===== config.mk =====
export PLATFORM = sky130hd
export DESIGN_NAME = seq_multiplier
export DESIGN_NICKNAME = d
export VERILOG_FILES = /design/src/rtl/seq_multiplier.sv
export SDC_FILE = /design/constraint.sdc
export NUM_CORES = 1
export LEC_CHECK = 0
export CORE_ASPECT_RATIO = 0.9
export CORE_MARGIN = 3
export CORE_UTILIZATION = 55
export CTS_CLUSTER_DIAMETER = 50
export CTS_CLUSTER_SIZE = 8
export DETAILED_ROUTE_END_ITERATION = 7
export DONT_BUFFER_PORTS = 1
export GPL_ROUTABILITY_DRIVEN = 1
export PLACE_DENSITY_LB_ADDON = 0.12
export SLEW_MARGIN = 40
export SYNTH_ARGS = -nofsm -noshare
export SYNTH_HDL_FRONTEND = slang
export SYNTH_HIERARCHICAL = 1
export SYNTH_SLANG_ARGS = --single-unit

===== constraint.sdc =====
create_clock -name clk -period 24.6 [get_ports clk]
set_input_delay 7.38 -clock clk [delete_from_list [all_inputs] [get_ports clk]]
set_output_delay 7.38 -clock clk [all_outputs]
set_load 0.005 [all_outputs]

===== src/rtl/seq_multiplier.sv =====
// Iterative radix-2 shift-add unsigned multiplier: 2n-bit product in n cycles via a ripple-carry adder.
// Optional zero-operand fast path enabled by defining MUL_ZERO_SKIP_EN.

module seq_rca #(
    parameter int n = 32
) (
    input  logic [n-1:0] a,
    input  logic [n-1:0] b,
    input  logic         cin,
    output logic [n-1:0] sum,
    output logic         cout
);
    logic [n:0] carry;

    assign carry[0] = cin;

    generate
        for (genvar gi = 0; gi < n; gi++) begin : g_bit
            assign sum[gi]       = a[gi] ^ b[gi] ^ carry[gi];
            assign carry[gi + 1] = (a[gi] & b[gi]) | (carry[gi] & (a[gi] ^ b[gi]));
        end
    endgenerate

    assign cout = carry[n];
endmodule

module seq_multiplier #(
    parameter int n = 32
) (
    input  logic           clk,
    input  logic           rst,
    input  logic           start,
    input  logic [n-1:0]   A,
    input  logic [n-1:0]   B,
    output logic           busy,
    output logic           done,
    output logic [2*n-1:0] Product
);
    localparam int CW = (n > 1) ? $clog2(n) : 1;

    typedef enum logic [1:0] {
        IDLE = 2'd0,
        BUSY = 2'd1,
        DONE = 2'd2
    } state_t;

    state_t         state_reg;
    state_t         state_next;
    logic [n-1:0]   mcand_reg;
    logic [n-1:0]   acc_hi_reg;
    logic [n-1:0]   acc_lo_reg;
    logic [CW-1:0]  count_reg;
    logic [2*n-1:0] product_reg;

    logic           accept;
    logic           last_iter;
    logic           zero_op;
    logic [n-1:0]   addend;
    logic [n-1:0]   sum;
    logic           cout;
    logic [2*n-1:0] shifted;

    assign accept    = start && ((state_reg == IDLE) || (state_reg == DONE));
    assign last_iter = (count_reg == CW'(n - 1));

`ifdef MUL_ZERO_SKIP_EN
    assign zero_op = (A == '0) || (B == '0);
`else
    assign zero_op = 1'b0;
`endif

    // Only add the multiplicand when the current multiplier bit is set.
    assign addend = acc_lo_reg[0] ? mcand_reg : '0;

    seq_rca #(
        .n(n)
    ) u_rca (
        .a   (acc_hi_reg),
        .b   (addend),
        .cin (1'b0),
        .sum (sum),
        .cout(cout)
    );

    // The (2n+1)-bit {cout, sum, acc_lo} shifted right by one keeps exactly 2n bits.
    assign shifted = {cout, sum, acc_lo_reg[n-1:1]};

    always_ff @(posedge clk or negedge rst) begin
        if (!rst) begin
            state_reg <= IDLE;
        end else begin
            state_reg <= state_next;
        end
    end

    always_comb begin
        state_next = state_reg;
        case (state_reg)
            IDLE: begin
                if (start) begin
                    state_next = zero_op ? DONE : BUSY;
                end
            end
            BUSY: begin
                if (last_iter) begin
                    state_next = DONE;
                end
            end
            DONE: begin
                if (start) begin
                    state_next = zero_op ? DONE : BUSY;
                end else begin
                    state_next = IDLE;
                end
            end
            default: state_next = IDLE;
        endcase
    end

    always_ff @(posedge clk or negedge rst) begin
        if (!rst) begin
            mcand_reg   <= '0;
            acc_hi_reg  <= '0;
            acc_lo_reg  <= '0;
            count_reg   <= '0;
            product_reg <= '0;
        end else if (accept) begin
            mcand_reg  <= A;
            acc_hi_reg <= '0;
            acc_lo_reg <= B;
            count_reg  <= '0;
            if (zero_op) begin
                product_reg <= '0;
            end
        end else if (state_reg == BUSY) begin
            {acc_hi_reg, acc_lo_reg} <= shifted;
            count_reg                <= count_reg + CW'(1);
            if (last_iter) begin
                product_reg <= shifted;
            end
        end
    end

    assign busy    = (state_reg == BUSY);
    assign done    = (state_reg == DONE);
    assign Product = product_reg;
endmodule


After elaboration in Yosys (flattened, before gate mapping)
Cells that the tools add are included.

Register bits after elaboration: 167.

$add $sub $neg: 1. Eq/ne operators: 5. Multiplexer cells: 11. Bitwise operators: 158. Reductions and logical operators: 6.

Operators with widths (number): $mux W32 (5); $and A1 B1 Y1 (63); $xor A1 B1 Y1 (63); $or A1 B1 Y1 (31); $mux W5 (2); $pmux W2 S3 (1); $add A5 B1 Y5 const B (1); $eq A5 B5 Y1 const B (1); $mux W2 (2); $reduce_and A3 Y1 (1); $eq A2 B1 Y1 const B (1); $eq A2 B2 Y1 const B (1); $logic_not A2 Y1 (1); $ne A2 B1 Y1 const B (1); $ne A2 B2 Y1 const B (1); $reduce_and A2 Y1 (1); $reduce_bool A2 Y1 (1); $logic_and A1 B1 Y1 (1); $logic_or A1 B1 Y1 (1); $mux W1 (1); $not A1 Y1 (1).

Longest topological paths before layout
Gate-level depths: netlist of run 1.

Depth after elaboration: 66. Depth in mapped cells: 38.

Hierarchy
The synthesis of run 1 kept the hierarchy.

By module, submodules not included: seq_multiplier (times used 1, cells an instance 578, area each 6851.6 µm², sequential area each 4179.0 µm²); seq_rca (times used 1, cells an instance 42, area each 678.2 µm², sequential area each 0.0 µm²).

Worst setup path before layout of run 1
No wires, ideal clock.

Kind: register to register. Start: register acc_lo_reg[0]. End: register product_reg[62], in the netlist Product[62]. Setup time: 64 ps. Arrival time: 12802 ps. Data required time: 24536 ps. Setup slack: 11734 ps. Cell stages (with the launch flop): 39. Cells stage by stage: dfrtp_1 > and2_1 > fa_1 > fa_1 > fa_1 > fa_1 > fa_1 > fa_1 > fa_1 > fa_1 > fa_1 > fa_1 > fa_1 > fa_1 > fa_1 > fa_1 > fa_1 > fa_1 > [3 not listed] > fa_1 > fa_1 > fa_1 > fa_1 > fa_1 > fa_1 > fa_1 > fa_1 > fa_1 > fa_1 > fa_1 > fa_1 > fa_1 > fa_1 > inv_1 > fa_1 > inv_1 > mux2_4.

Longest elaborated chain between the ends: 63. Elaborated cells on any way between the ends: 124. Those cells by class: mux: 1; bitwise: 123.

Ends and longest elaborated chain: from (decl) (line 51) `logic [n-1:0] acc_lo_reg;`; from (signal assigned) (line 136) `{acc_hi_reg, acc_lo_reg} <= shifted;`; $mux W32 (line 73) `assign addend = acc_lo_reg[0] ? mcand_reg : '0;`; named net addend[0] (line 58) `logic [n-1:0] addend;`; $and A1 B1 Y1 (2 in a row) (line 20) `assign carry[gi + 1] = (a[gi] & b[gi]) | (carry[gi] & (a[gi] ^ b[gi]));`; $or A1 B1 Y1 (line 20); $and A1 B1 Y1 (line 20); $or A1 B1 Y1 (line 20); $and A1 B1 Y1 (line 20); $or A1 B1 Y1 (line 20); [48 not listed]; $and A1 B1 Y1 (line 20); $or A1 B1 Y1 (line 20); $and A1 B1 Y1 (line 20); $or A1 B1 Y1 (line 20); $and A1 B1 Y1 (line 20); $or A1 B1 Y1 (line 20); $xor A1 B1 Y1 (line 19) `assign sum[gi] = a[gi] ^ b[gi] ^ carry[gi];`; named net sum[31] (line 59) `logic [n-1:0] sum;`; to (signal assigned) (line 139) `product_reg <= shifted;`; to (decl) (line 53) `logic [2*n-1:0] product_reg;`.

The timed path passes the listed nets, and every way through them passes these cells. A chain may end at the register's enable or synchronous reset.

Worst setup path after layout of run 1
Start: register mcand_reg[0]. End: register product_reg[62], in the netlist Product[62].

Longest elaborated chain between the ends: 63.

Ends and longest elaborated chain: from (decl) (line 49) `logic [n-1:0] mcand_reg;`; from (signal assigned) (line 122) `mcand_reg <= '0;`; from (signal assigned) (line 128) `mcand_reg <= A;`; $mux W32 (line 73); named net addend[0] (line 58); $and A1 B1 Y1 (2 in a row) (line 20); $or A1 B1 Y1 (line 20); $and A1 B1 Y1 (line 20); $or A1 B1 Y1 (line 20); $and A1 B1 Y1 (line 20); $or A1 B1 Y1 (line 20); [48 not listed]; $and A1 B1 Y1 (line 20); $or A1 B1 Y1 (line 20); $and A1 B1 Y1 (line 20); $or A1 B1 Y1 (line 20); $and A1 B1 Y1 (line 20); $or A1 B1 Y1 (line 20); $xor A1 B1 Y1 (line 19); named net sum[31] (line 59).

The timed path passes the listed nets, and every way through them passes these cells.

==> metrics.txt, run 1 <==
fin cells=784; Die Span Y=117 um; Mapped Area=around 7500 sq um; Total Wirelength=~15 mm; Slew Viols, Final=0; final layout net count=slightly above 700; Crit. End Element=flop; min-delay worst type=reg2reg; final hold slack=467 ps; Clock transition at path regs=60 ps; largest net degree at the start of global routing=168; Die X=about 130 um; 1st-pass router iterations=6; Routability Congestion=0.763; top cells by instance count after synthesis=dfrtp_1 (167), nand2_1 (157), mux2_4 (49); Slowest cell on crit path=fa_1; Mapped Cells=620; Longest Clk Path Bufs=2; Multi-input gate area=about 3100 sq um; min Tclk post-route=13440 ps; Sw Pwr=approximately 0.38 mW; final setup fails=0; Worst slew margin=0.543; filler cell count=~980; Die ar.=15100 sq um; Yosys warning count=6; Final WS setup=about 11000 ps; CTS hold repair buffers=0; TritonCTS clock tree=done; first-pass GRT wire length=about 24 mm; num rows=39; Internal=around 0.81 mW; number of enable flip-flop cells after synthesis=0; Worst IR Drop VDD=roughly 0.073 mV; RSZ-0062 raised after global routing=false; area leader, netlist=dfrtp_1; GRT overflow=0; H-tree Lvls=4; share of cells above drive strength 1=0.174; drt initial violations=roughly 370; Reg area=4180 sq um; Largest register FFs=between 60 and 70; antenna-violating nets left=0; DPL Wire Length=between 9 and 10 mm; Slew @ Worst Pin=between 600 and 700 ps; Critical Path AT=13810 ps; run status=finished clean; Core Footprint=about 13000 sq um; Pleak=4.19 nW; final instance area=8340 sq um; Max Cap Viol=0; setup TNS=0 ps; PwrDens=143 nW/um^2; most used cell, CP=fa_1; fmax=around 74 MHz; final worst-path cycle share=0.547; Combinational Power Share=0.325; Residual DRC=0; dpl cells=between 700 and 800; CP max FO=2; Final Core Density=0.640; cell with the most instances after synthesis=dfrtp_1; Area after DPL=~7600 sq um; overall power=about 1.2 mW; Req. time, crit path=24970 ps; Tot GR Track Use=0.209; # diodes=0; initial antenna violation count=0; FF+latch count, synth=around 170; Vias=between 4000 and 5000; register area share after synthesis=0.555; Area Overhead vs Synth=10.8%; Root Buffer=clkbuf_16; Place WS=between 10000 and 15000 ps; critical path class=reg2reg; fraction of registers with async set/reset=1.00; Worst setup SP type=flop; switching share of power=0.318; TritonCTS Sinks=~170; clk_lat worst skew=roughly 430 ps; # IOs=around 130; vias in the first global route=4718; Synth area leaders=dfrtp_1 (56%), mux2_4 (9.8%), fa_1 (8.5%), nand2_1 (7.8%), a22o_1 (4.0%); Initial Util=0.578; DR vias/cell=5.57; count of cell types in the netlist=32; share of the synthesized area in the top cell type=0.555; CTS Buf Count=17; Mean Syn Cell Area=between 10 and 15 sq um; sequential power share=0.415; Post-CTS Resized=0; Fin. Hold Viols=0; syn_nets=~720; Reg2Reg Setup Slack=around 11000 ps; final setup skew=7.63 ps; Main synth FF type=dfrtp_1; PortBufs=0; clock power share=0.260; Post-CTS Setup Inserts=0; WL/cell=18.9 um; CP max stage delay=roughly 420 ps
-- final cells by class --
class | instances | area share
timing repair buffer | 7 | 0.0111
clock inverter | 11 | 0.0261
clock buffer | 21 | 0.0576
sequential | 167 | 0.501
inverter | 12 | 0.00555
tap | 164 | 0.0246
multi-input combinational | 402 | 0.374
-- worst paths after layout --
check                                   from        endpoint  cells after the start
worst max register to register  mcand_reg[0]     Product[62]                     38
worst max-delay path            mcand_reg[0]     Product[62]                     38
worst min register to register  count_reg[3]    count_reg[3]                      1
worst min-delay path            count_reg[3]    count_reg[3]                      1
min in group asynchronous                rst     Product[38]                      0
max in group asynchronous                rst  acc_hi_reg[15]                      0
-- per-layer routing --
metal	share of wire	GRT usage	vias up
met5	0	0	-
li1	-	-	2027
met1	0.44	0.280	2213
met2	0.48	0.325	113
met4	0.012	0.0651	0
met3	0.065	0.0753	15
-- critical path, delay by kind of cell (launching register included) --
family                     cells  cell delay, ps
muxes                          1             140
and+or+nand+nor                1             170
adders and majority gates     32           12400
buffers and inverters          4             280
DFF                            1             380
-- cells by family after synthesis --
family / share of synthesized area
AND/OR/NAND/NOR: 0.131
XOR/XNOR: 0.00116
buffers and inverters: 0.0351
flip-flops: 0.555
other: 0.000498
adder cells (fa/ha/maj): 0.0884
multiplexers: 0.121
AO/OA/AOI/OAI: 0.0678
-- cells in the final DEF (no fill, tap or decap), types with 3 or more instances in the layout --
cell type | netlist | final
dfrtp_1 | 167 | 167
nand2_1 | 157 | 157
mux2_4 | 49 | 49
a22o_1 | 34 | 34
and2_1 | 32 | 32
fa_1 | 32 | 32
nor2_1 | 31 | 31
a31oi_1 | 29 | 29
clkbuf_16 | 0 | 17
mux2_2 | 15 | 15
inv_1 | 11 | 11
bufinv_16 | 0 | 6
clkbuf_8 | 0 | 4
nand3_1 | 3 | 3
buf_4 | 1 | 3
-- power by group through the flow --
stage | Clock (mW) | Sequential [mW] | Combinational [mW]
2_1_floorplan | 0 | 0.470 | 0.309
3_3_place_gp | 0 | 0.495 | 0.365
3_5_place_dp | 0 | 0.499 | 0.383
4_1_cts | 0.314 | 0.497 | 0.387
5_1_grt | 0.328 | 0.513 | 0.435
6_report | 0.309 | 0.494 | 0.386
(Power assumes the default switching activity.)
==> run 2, diff against run 1 <==
- clock period: 24.6 -> 13.74 ns (I/O delays scaled with it)
==> run 2 against run 1 <==
Clock power is 65% higher. Sequential power is 79% higher. Clock skew is 1.3 ps lower. Register-to-register slack worse by 11000 ps. Utilization is 0.48 points lower. Count of clock-buffer cells in the layout is 3 lower. Final cell count is 0.13% lower. Critical path depth stayed put. Non-clock buffer count is 1 lower. Power is 75% higher. Highest routed layer unchanged.
==> metrics.txt, run 2 (synthesis gave the netlist of run 1 again) <==
first-pass GRT wire length=24.5 mm (+0.25%); Sw Pwr=0.682 mW (+80%); share of cells above drive strength 1=0.178 (+0.00351); H-tree Lvls=4 (unchanged); antenna-violating nets left=0 (unchanged); most used cell, CP=fa_1; Root Buffer=clkbuf_16; Post-CTS Resized=0 (unchanged); hold path cells=2 (+1); largest net degree at the start of global routing=168 (unchanged); Post-CTS Setup Inserts=0 (unchanged); Crit. End Element=flop; clk_lat worst skew=420 ps (about the same); Internal=1.40 mW (+73%); WL/cell=18.6 um (-1.4%); Total Wirelength=14.6 mm (-1.5%); DR vias/cell=5.60 (+0.52%); CTS Buf Count=17 (unchanged); Tot GR Track Use=0.208 (-0.00164); drt initial violations=331 (-10%); Combinational Power Share=0.330 (+0.005); min Tclk post-route=13270 ps (-170 ps); final hold slack=466 ps (-0.963 ps); Worst slew margin=0.458 (-0.0846); Worst IR Drop VDD=0.151 mV (+110%); Fin. Hold Viols=0 (unchanged); met2 wire length=6.89 mm (-3.0%); Area Overhead vs Synth=9.95%; PwrDens=251 nW/um^2 (+76%); Area after DPL=7610 sq um (unchanged); Worst setup SP type=flop; Critical R2R Launch=mcand_reg[0]; Die Span Y=117 um (unchanged); Slowest cell on crit path=fa_1; PortBufs=0 (unchanged); # IOs=133 (unchanged); final setup skew=6.33 ps (-1.30 ps); min-delay worst type=reg2reg; overall power=2.08 mW (+75%); 1st-pass router iterations=4 (-2); # diodes=0 (unchanged); CTS hold repair buffers=0 (unchanged); sequential power share=0.424 (+0.009); met3 routed WL=869 um (-9.9%); Critical Path AT=13640 ps (-170 ps); final setup fails=0 (unchanged); Initial Util=0.578 (unchanged); Place WS=397 ps (-10830 ps); setup TNS=0 ps (unchanged); Routability Congestion=0.759 (-0.50%); final worst-path cycle share=0.966 (+0.420); Clock transition at path regs=60 ps (about the same); most frequent cells in the layout=dfrtp_1 (167), nand2_1 (157), mux2_4 (49); Reg2Reg Setup Slack=470 ps (-10690 ps); Req. time, crit path=14100 ps (-10870 ps); Largest register FFs=64 (unchanged); Max Cap Viol=0 (unchanged); fmax=75.3 MHz (+1.3%); Vias=4385 (+0.39%); Core Footprint=13000 sq um (unchanged); clock power share=0.246 (-0.014); final layout net count=707 (-0.14%); GRT overflow=0 (unchanged); DR top layer=met4; vias in the first global route=4724 (+0.13%); Slew Viols, Final=0 (unchanged); worst min-delay path startpoint=mcand_reg[23]; CP max stage delay=420 ps (about the same); Longest Clk Path Bufs=2 (unchanged); Hold Path Sink=mcand_reg[23]; Slew @ Worst Pin=812 ps (+129 ps); initial antenna violation count=0 (unchanged); RR Endpoint=acc_hi_reg[30]; switching share of power=0.328 (+0.00929); Pleak=4.14 nW (-1.1%); CP max FO=2 (unchanged); RSZ-0062 raised after global routing=false; Die ar.=15100 sq um (unchanged); DPL Wire Length=9.12 mm (-2.1%); Final WS setup=465 ps (-10690 ps); critical path class=reg2reg; TritonCTS clock tree=done; commonest non-fill, non-tap cell in the layout=dfrtp_1; TritonCTS Sinks=167 (unchanged); Die X=129 um (unchanged); DRT met1 WL=6.62 mm (+1.1%); num rows=39 (unchanged); Reg2Reg Depth=38 (unchanged); Residual DRC=0 (unchanged); final instance area=8280 sq um (-0.75%); run status=finished clean
## run 2: cell types whose count changed in the layout (fill, tap and decap cells not counted), sizes merged
cell      before  now
clkbuf        21   19
buf            7    5
clkinvlp       2    4
clkinv         4    5
inv           11   13
bufinv         6    4
## run 2: cell type report
type,count,area [sq um]
Sequential cell,167,4180
Timing Repair Buffer,6,82.6
Multi-Input combinational cell,402,3130
Clock inverter,14,199
Tap cell,164,205
Inverter,12,46.3
Fill cell,995,4750
Clock buffer,18,439
## run 2: per-layer routing
metal,track usage,up-vias
met3,0.0771,14
met1,0.282,2225
met4,0.0581,0
li1,-,2038
met5,0,-
met2,0.318,108
## run 2: critical path: cells and delay by family, from the launching register on
family	cells	cell delay (ps)
compound gates	1	140
fa+ha+maj	32	12240
buf+inv	4	290
flops	1	370
simple gates	1	170
## run 2: how the worst max path moves through the flow
stage                             start        endpoint  slack, ps  cells after the start
after detailed placement   mcand_reg[0]     Product[62]        400                     38
after floorplan           acc_lo_reg[0]     Product[62]        870                     38
after CTS                  mcand_reg[0]  acc_hi_reg[30]        300                     38
after global routing       mcand_reg[0]  acc_hi_reg[30]          7                     38
final                      mcand_reg[0]  acc_hi_reg[30]        470                     38
after global placement     mcand_reg[0]     Product[62]        580                     38
## run 2: power by group through the flow
stage | clock [mW] | sequential, mW | combinational [mW]
after floorplan | 0 | 0.842 | 0.553
after global placement | 0 | 0.887 | 0.653
after detailed placement | 0 | 0.892 | 0.686
after CTS | 0.523 | 0.888 | 0.691
after global routing | 0.547 | 0.918 | 0.782
final | 0.511 | 0.883 | 0.687
## run 2: stage by stage
step / util / instances
finish: 0.635 / 783
global route: 0.635 / 783
CTS: 0.633 / 782
detailed placement: 0.584 / 750
global placement: 0.581 / 748
floorplan: - / 620
